File: src/rtl/sar_controller.sv
// Successive-approximation search controller: drives trial words to an external
// combinational comparator and converges on the unknown value one bit per cycle.
module sar_controller #(
  parameter int unsigned WIDTH = 4
) (
  input  logic             clk,
  input  logic             rst_n,
  input  logic             start,
  input  logic             Greater,
  input  logic             Equal,
  input  logic             Less,
  output logic [WIDTH-1:0] B,
  output logic             En,
  output logic [WIDTH-1:0] Result,
  output logic             busy,
  output logic             done,
  output logic             err
);

  typedef enum logic [1:0] {IDLE, TRIAL, DONE, ERR} state_t;

  localparam logic [WIDTH-1:0] MSB = WIDTH'(1) << (WIDTH - 1);

  state_t           state_q, state_d;
  logic [WIDTH-1:0] acc_q, acc_d;
  logic [WIDTH-1:0] mask_q, mask_d;
  logic [WIDTH-1:0] result_q, result_d;
  logic             done_q, done_d;
  logic             err_q, err_d;
  logic             busy_q, busy_d;
  logic             en_q, en_d;
  logic             decided;
  logic             finish;

  // Next-state and next-output logic.
  always_comb begin
    state_d  = state_q;
    acc_d    = acc_q;
    mask_d   = mask_q;
    result_d = result_q;
    done_d   = 1'b0;
    err_d    = err_q;
    busy_d   = 1'b0;
    en_d     = 1'b0;
    decided  = 1'b0;
    finish   = 1'b0;

    case (state_q)
      IDLE, ERR: begin
        if (start) begin
          acc_d   = '0;
          mask_d  = MSB;
          err_d   = 1'b0;
          busy_d  = 1'b1;
          en_d    = 1'b1;
          state_d = TRIAL;
        end
      end
      TRIAL: begin
        // Anything other than exactly one flag means the comparator is not trustworthy.
        case ({Greater, Equal, Less})
          3'b010: begin
            acc_d   = acc_q | mask_q;
            decided = 1'b1;
            finish  = 1'b1;
          end
          3'b100: begin
            acc_d   = acc_q | mask_q;
            decided = 1'b1;
            finish  = mask_q[0];
          end
          3'b001: begin
            decided = 1'b1;
            finish  = mask_q[0];
          end
          default: begin
            state_d = ERR;
            err_d   = 1'b1;
          end
        endcase

        if (decided) begin
          if (finish) begin
            state_d  = DONE;
            done_d   = 1'b1;
            result_d = acc_d;
          end else begin
            mask_d = mask_q >> 1;
            busy_d = 1'b1;
            en_d   = 1'b1;
          end
        end
      end
      DONE: begin
        state_d = IDLE;
      end
    endcase
  end

  // State and output registers with synchronous reset.
  always_ff @(posedge clk) begin
    if (!rst_n) begin
      state_q  <= IDLE;
      acc_q    <= '0;
      mask_q   <= '0;
      result_q <= '0;
      done_q   <= 1'b0;
      err_q    <= 1'b0;
      busy_q   <= 1'b0;
      en_q     <= 1'b0;
    end else begin
      state_q  <= state_d;
      acc_q    <= acc_d;
      mask_q   <= mask_d;
      result_q <= result_d;
      done_q   <= done_d;
      err_q    <= err_d;
      busy_q   <= busy_d;
      en_q     <= en_d;
    end
  end

  // Trial word is presented only while searching so the comparator sees zero otherwise.
  assign B      = (state_q == TRIAL) ? (acc_q | mask_q) : '0;
  assign En     = en_q;
  assign Result = result_q;
  assign busy   = busy_q;
  assign done   = done_q;
  assign err    = err_q;

endmodule

File: config.mk
export PLATFORM = sky130hd
export DESIGN_NAME = sar_controller
export DESIGN_NICKNAME = d
export VERILOG_FILES = /design/src/rtl/sar_controller.sv
export SDC_FILE = /design/constraint.sdc
export NUM_CORES = 1
export LEC_CHECK = 0
export ABC_AREA = 1
export BUFFER_PORTS_ARGS = -buffer_cell sky130_fd_sc_hd__buf_2
export CAP_MARGIN = 25
export CORE_MARGIN = 3
export CORE_UTILIZATION = 40
export CTS_CLUSTER_DIAMETER = 80
export DETAILED_ROUTE_END_ITERATION = 16
export GPL_TIMING_DRIVEN = 0
export PLACE_DENSITY = 0.59
export SYNTH_ARGS = -nofsm -noshare
export SYNTH_HDL_FRONTEND = slang
export SYNTH_SLANG_ARGS = --single-unit
export TNS_END_PERCENT = 20
File: constraint.sdc
create_clock -name clk -period 2 [get_ports clk]
set_clock_uncertainty 0.15 [all_clocks]
set_input_delay 0.4 -clock clk [delete_from_list [all_inputs] [get_ports clk]]
set_output_delay 0.4 -clock clk [all_outputs]
set_load 0.05 [all_outputs]
=== Yosys cells after proc, flatten, opt, wreduce, memory -nomap -nowiden ===
Index checks and enable logic that the tools add are counted.

* Memories kept: 0
* Memory bits (writable): 0
* Input bits: 6
* Flip-flop bits (word level): 17
* Bits in read-only memories: 0
* Bits in latches: 0
* Word-level logic and storage cells: 54
* Output and inout port bits: 12

* Bitwise operators: 1
* Equality and inequality tests: 10
* Divide/modulo/power cells: 0
* Reductions and logical operators: 11
* Shifts and indexed selects: 0
* $mul: 0
* Muxes and demuxes: 25
* $lt $le $gt $ge: 0
* Add/subtract/negate cells: 0

{| class="wikitable"
|+ Operators with widths
! operator !! number
|-
| 4-bit two-way mux || 6
|-
| 4-bit case mux with 2 select lines || 2
|-
| 1-bit two-way mux || 9
|-
| 3-bit AND reduction || 3
|-
| 2-bit two-way mux || 4
|-
| 2-bit inequality test, second input constant || 4
|-
| 1-bit case mux with 2 select lines || 3
|-
| 2-bit case mux with 3 select lines || 1
|-
| 2-bit OR reduction || 3
|-
| 2-bit == test, second input constant || 2
|-
| 4-bit bitwise OR || 1
|-
| 4-bit AND reduction || 1
|-
| 3-bit by 1-bit == test with 1-bit output, second input constant || 1
|-
| 3-bit by 2-bit == test with 1-bit output, second input constant || 1
|-
| 3-bit == test, second input constant || 1
|-
| 3-bit OR reduction || 1
|-
| 2-bit by 1-bit == test with 1-bit output, second input constant || 1
|-
| 2-bit zero test || 1
|-
| 2-bit AND reduction || 1
|-
| 2-bit nonzero test || 1
|}

=== Longest topological paths before layout ===
Gate-level depths: netlist of the first run.

* Depth in word-level cells: 7
* Depth in mapped cells: 9
* Depth with buffers taken out: 9

=== Worst setup path after synthesis of the first run ===
OpenSTA, ideal clock, no wires.

* Kind: flip-flop to output port
* Start point: reg state_q[1]
* End point: out B[0]
* Data required time: 1.450 ns
* Path slack: -0.043 ns
* Cell stages (with the launch flop): 5
* Path buffers: 0
* Arrival: 1.493 ns
* Cell sequence: dfxtp_1 -> inv_1 -> ha_1 -> inv_1 -> a21oi_1

* Longest elaborated chain between the ends: 2

{| class="wikitable"
|+ Ends and longest elaborated chain
! item !! RTL line !! source
|-
| start, declared || 24 || <nowiki>state_t state_q, state_d;</nowiki>
|-
| start signal, assigned || 112 || <nowiki>state_q <= state_d;</nowiki>
|-
| 2-bit by 1-bit == test with 1-bit output || 124 || <nowiki>assign B = (state_q == TRIAL) ? (acc_q | mask_q) : '0;</nowiki>
|-
| 4-bit two-way mux || 124 ||
|-
| end, declared || 12 || <nowiki>output logic [WIDTH-1:0] B,</nowiki>
|}

No other way between the ends.

=== Final worst setup path of the first run ===
* Start point: reg state_q[0]
* End point: out B[2]

The elaborated chain is that of the path after synthesis.

==> key figures, run 1 <==
Setup path
  – Worst R2R Path Depth: 8
  – CP Data Required Time: 1.45 ns
  – CP endpoint kind: primary output
  – Worst Path Arrival: 1.36 ns
  – R2R setup slack: 0.16 ns
  – CP max FO: 8
  – Worst r2r dst: acc_q[1]$_SDFFE_PN0P_
  – Startpoint type of the worst setup path: register
  – Crit Path Class: register to primary output
  – R2R Path Start: state_q[0]$_SDFFE_PN0P_

Layout
  – Register area: 340 µm²
  – # fillers: 229
  – Area occupied by multi-input gates: 438 µm²
  – Synthesis-to-layout area growth: 19.1%
  – Final nets: 152
  – Finished Core Util: 51.1%
  – Share of cells above drive strength 1: 23.8%
  – Finished Cell Area: 0.00102 mm²
  – Antenna fix cells: 0

Clock tree
  – Clk sinks: 17
  – CTS clk-pin slew, worst paths: 0.10 ns
  – Htree depth: 1
  – Clock root cell: clkbuf_4
  – Clock Tree Buf Depth: 2
  – Worst-Skew Late Latency: 0.29 ns
  – Setup repair bufs after CTS: 0
  – TritonCTS Buffers: 3
  – CTS tree: done

Die
  – Die area: 0.00274 mm²
  – Die extent in y: 52.3 µm
  – Core ar.: 0.00200 mm²
  – # rows: 16
  – Die X: 52.3 µm
  – Initial Util: 42.9%
  – Ports: 18

Global routing
  – Largest net degree at the start of global routing: 11
  – Total grt overflow: 0
  – Vias in the first global route: 721
  – Gr usage total: 15.0%
  – Initial antenna violation count: 0
  – First-pass GRT wire length: 3.03 mm

STA
  – Final hold violation count: 0
  – Final Slew Violations: 0
  – Setup violations, final: 0
  – Fin crit share: 95.6%
  – Transition time of the tightest slew-check pin: 0.436 ns
  – Final setup TNS: 0 ns
  – Fin crit period: 1.91 ns
  – Final WS setup: 0.0882 ns
  – Slew HR: 70.9%
  – Peak Freq: 523 MHz
  – RSZ-0062 raised after global routing: no

Detailed routing
  – Iter 0 DRT Violations: 11
  – Final ANT Viol Nets: 0
  – Via density: 4.72
  – Routed wire length: 1.84 mm
  – Initial DRT Pass Iterations: 4
  – Avg WL per Cell: 10.8 µm
  – DRC errors left: 0
  – Vias: 803

Logic synthesis
  – Syn_area_per_cell: 6.98 µm²
  – Distinct cells, synth: 19
  – Cells after synthesis: 123
  – Area contributors post-synth: dfxtp_1 40%, nand2_1 12%, a21oi_1 9.3%
  – YS warnings: 0
  – Synth Net Count: 131
  – Yosys top cell by area: dfxtp_1
  – Share of the yosys chip area belonging to registers: 39.7%
  – Synth top area share: 39.7%
  – Post-synthesis cell area: 858 µm²
  – FF+latch count, synth: 17

Worst hold path
  – Worst hold stages: 5
  – HP Class: input pin to register
  – WHS Endpoint: En$_SDFF_PN0_
  – Beginning of the worst hold path: start

Placement
  – Detailed placement HPWL: 1.41 mm
  – Area after DPL: 972 µm²
  – PortBufs: 16
  – Gpl congestion: 0.748
  – Pre-CTS WS: 0.206 ns

Power and ir drop
  – Power Dens Cells: 900 mW/mm²
  – Max VDD drop: 0.624 mV
  – Static Leak: 0.489 nW

Run
  – Max-cap check violation count: 0

Status
  – Status: complete, no violations
## layout by cell type, fill, tap and decap left out, types with 2 or more instances in the layout
cell type	n
nand3_1	11
clkbuf_4	3
nand2_1	27
and3_2	2
nor2_1	5
buf_4	5
inv_1	18
o21ai_0	9
buf_2	14
a21oi_1	16
nand2_2	4
and3_1	2
dfxtp_1	17
## layer usage
metal  GRT usage (%)  up-vias  part of all wire [%]
met3            2.56        5                   3.0
met2            23.1       11                    43
li1                -      439                     -
met5               0        -                     0
met4            7.66        0                   2.0
met1            19.8      348                    52
## kinds of logic after synthesis
logic type | after synthesis | share of synthesized area [%]
adders and majority gates | 2 | 2.91
AOI/OAI and AO/OA | 27 | 17.5
and+or+nand+nor | 54 | 29.2
buffers and inverters | 23 | 10.8
DFF | 17 | 39.7
## cell type report
class | instances | area share, %
tap | 27 | 3.30
buffer | 4 | 2.08
inverter | 19 | 6.98
multi-input combinational | 83 | 42.8
timing repair buffer | 16 | 8.81
clock inverter | 1 | 0.490
clock buffer | 3 | 2.20
sequential | 17 | 33.3
## worst max-delay path, stage by stage, from the launching register on
cell,delay [ns]
dfxtp_1,0.42
ha_4,0.20
inv_2,0.08
a21oi_1,0.15
buf_4,0.22
## cell usage after synthesis, drive strengths merged
cell / n
a21oi: 16
and3: 4
buf: 3
clkbuf: 1
dfxtp: 17
ha: 2
inv: 19
nand2: 31
nand3: 12
nand4: 1
nor2: 5
o21ai: 11
or2: 1
## stage by stage
step | total power [mW] | instances | hold WS [ns]
after floorplan | 0.656 | 123 | 0.289
after global placement | 0.724 | 166 | 0.295
after detailed placement | 0.728 | 166 | 0.305
after CTS | 0.920 | 170 | 0.315
after global routing | 0.990 | 170 | 0.349
final | 0.920 | 170 | 0.312
## power by group
group | internal [mW] | leakage (nW) | switching (mW)
Sequential | 0.370 | 0.138 | 0.0221
Combinational | 0.107 | 0.333 | 0.235
Clock | 0.0744 | 0.0177 | 0.110
Total | 0.552 | 0.489 | 0.368
## registers in the layout, summed over array words and instances (netlist names)
register,flops
done,1
acc_q,4
err,1
Result,4
En,1
state_q,2
mask_q,4
## worst max-delay path by stage
stage / start / end / slack, ns / cells past startpoint
floorplan: state_q[1]$_SDFFE_PN0P_ / B[0] / -0.04 / 4
global placement: state_q[1]$_SDFFE_PN0P_ / B[3] / 0.23 / 5
detailed placement: state_q[1]$_SDFFE_PN0P_ / B[2] / 0.21 / 5
CTS: state_q[1]$_SDFFE_PN0P_ / B[2] / 0.04 / 5
global route: state_q[0]$_SDFFE_PN0P_ / B[2] / 0.009 / 4
finish: state_q[0]$_SDFFE_PN0P_ / B[2] / 0.09 / 4
## what timing repair did
item,CTS,global route
pin swaps,0,0
hold buffers,0,0
endpoints found under the setup margin,4,4
resized for setup,6,1
Power figures use the tool's default switching activity.
==> inputs of run 2 (changes only) <==
--- a/config.mk
+++ b/config.mk
@@ -7,8 +7,7 @@
 export LEC_CHECK = 0
 export ABC_AREA = 1
 export BUFFER_PORTS_ARGS = -buffer_cell sky130_fd_sc_hd__buf_2
-export CAP_MARGIN = 25
-export CORE_MARGIN = 3
+export CAP_MARGIN = 20
 export CORE_UTILIZATION = 40
 export CTS_CLUSTER_DIAMETER = 80
 export DETAILED_ROUTE_END_ITERATION = 16
==> key figures, run 2 (synthesis results as in run 1) <==
Layout
  – Register area: 340 µm²
  – Share of cells above drive strength 1: 23.8%
  – Commonest non-fill, non-tap cell in the layout: nand2_1
  – Final nets: 152
  – Antenna fix cells: 0
  – Finished Cell Area: 0.00102 mm²
  – Synthesis-to-layout area growth: 19.1%
  – Area occupied by multi-input gates: 438 µm²
  – Most frequent cells in the layout: 27 x nand2_1, 18 x inv_1, 17 x dfxtp_1
  – # fillers: 217

Detailed routing
  – Final ANT Viol Nets: 0
  – Vias: 817
  – Avg WL per Cell: 10.8 µm
  – DRC errors left: 0
  – Routed wire length: 1.83 mm
  – Via density: 4.81
  – Iter 0 DRT Violations: 14
  – Initial DRT Pass Iterations: 4

Setup path
  – Slowest stage delay, CP: 0.42 ns
  – CP endpoint kind: primary output
  – Crit Path Class: register to primary output
  – Bufs and invs on worst path: 2
  – Worst Path Arrival: 1.36 ns
  – CP delay by family, top: flip-flops
  – Startpoint type of the worst setup path: register
  – CP max FO: 8
  – CP Data Required Time: 1.45 ns
  – R2R Path Start: state_q[0]$_SDFFE_PN0P_
  – Worst setup path start: state_q[0]$_SDFFE_PN0P_
  – Critical path cell sequence: ha_4, inv_2, a21oi_1, buf_4
  – Critical path's slowest cell: dfxtp_1
  – R2R setup slack: 0.16 ns

STA
  – RSZ-0062 raised after global routing: no
  – Worst hold slack: 0.315 ns
  – Slew HR: 68.2%
  – Fin crit share: 95.4%
  – Final Slew Violations: 0
  – Transition time of the tightest slew-check pin: 0.477 ns
  – Final hold violation count: 0
  – Peak Freq: 524 MHz
  – Fin crit period: 1.91 ns
  – Setup violations, final: 0

Clock tree
  – CTS clk-pin slew, worst paths: 0.10 ns
  – Htree depth: 1
  – CTS tree: done
  – Worst-Skew Late Latency: 0.29 ns
  – TritonCTS Buffers: 3
  – Clock root cell: clkbuf_4
  – Clk sinks: 17
  – Clock Tree Buf Depth: 2

Die
  – Die area: 0.00233 mm²
  – Ports: 18
  – Initial Util: 43.3%
  – Core ar.: 0.00198 mm²
  – Die extent in y: 48.3 µm
  – # rows: 16
  – Die X: 48.3 µm

Placement
  – Gpl congestion: 0.865
  – Area after DPL: 972 µm²
  – Detailed placement HPWL: 1.41 mm
  – PortBufs: 16

Power and ir drop
  – Static Leak: 0.489 nW
  – Power Dens Cells: 901 mW/mm²
  – Max VDD drop: 0.405 mV

Global routing
  – Total grt overflow: 0
  – Largest net degree at the start of global routing: 11
  – First-pass GRT wire length: 3.17 mm
  – Vias in the first global route: 772
  – Initial antenna violation count: 0
  – Gr usage total: 17.5%

Run
  – Max-cap check violation count: 0

Status
  – Status: complete, no violations

Worst hold path
  – Beginning of the worst hold path: Result[3]$_SDFFE_PN0P_
  – HP Class: register to register
## run 2: cell counts in the layout (fill, tap and decap cells not counted)
Identical to the previous run, type by type.
## run 2: stage by stage
step | cells | utilization [%] | power, mW | TNS (ns) | setup slack [ns]
after floorplan | 123 | - | 0.656 | -0.172 | -0.0430
final | 170 | 51.6 | 0.921 | 0 | 0.0911
after global placement | 166 | 49.1 | 0.724 | 0 | 0.218
after global routing | 170 | 51.6 | 0.994 | 0 | 0.0119
after CTS | 170 | 51.1 | 0.924 | 0 | 0.0366
after detailed placement | 166 | 49.1 | 0.727 | 0 | 0.206
## run 2: where the power goes
group,switching (mW),leakage [nW],internal (mW)
clock network,0.113,0.0177,0.0744
registers,0.0219,0.138,0.370
logic,0.234,0.333,0.107
## run 2: area by class of cell
cell class | instances | share of cell area, %
Multi-Input combinational cell | 83 | 42.8
Sequential cell | 17 | 33.3
Timing Repair Buffer | 16 | 8.81
Inverter | 19 | 6.98
Tap cell | 27 | 3.30
Clock buffer | 3 | 2.20
Buffer | 4 | 2.08
Clock inverter | 1 | 0.490
## run 2: final timing paths
check	endpoint	cells after the start
worst max-delay path	B[1]	4
worst min-delay path	Result[3]$_SDFFE_PN0P_	2
worst min register to register	Result[3]$_SDFFE_PN0P_	2
worst max register to register	acc_q[1]$_SDFFE_PN0P_	8
## run 2: per-layer routing
metal,GRT usage (%),vias to the layer above,part of all wire (%),routed length [µm]
li1,-,438,-,-
met1,21.1,359,48,878
met2,30.8,15,47,857
met3,2.83,5,3.1,57
met4,7.35,0,2.0,36
met5,0,-,0,0
## run 2: repair_timing
item	CTS	global route
setup endpoints to repair	4	4
pin swaps	0	0
hold buffers	0	0
endpoints found under the hold margin	0	0
gates resized for setup	6	1
buffers inserted	0	0
## run 2: tightest hold or removal path, delay by kind of cell (launching register included)
| family | cells | cell delay, ns |
|---|---|---|
| compound gates | 1 | 0.05 |
| simple gates | 1 | 0.06 |
| flops | 1 | 0.32 |
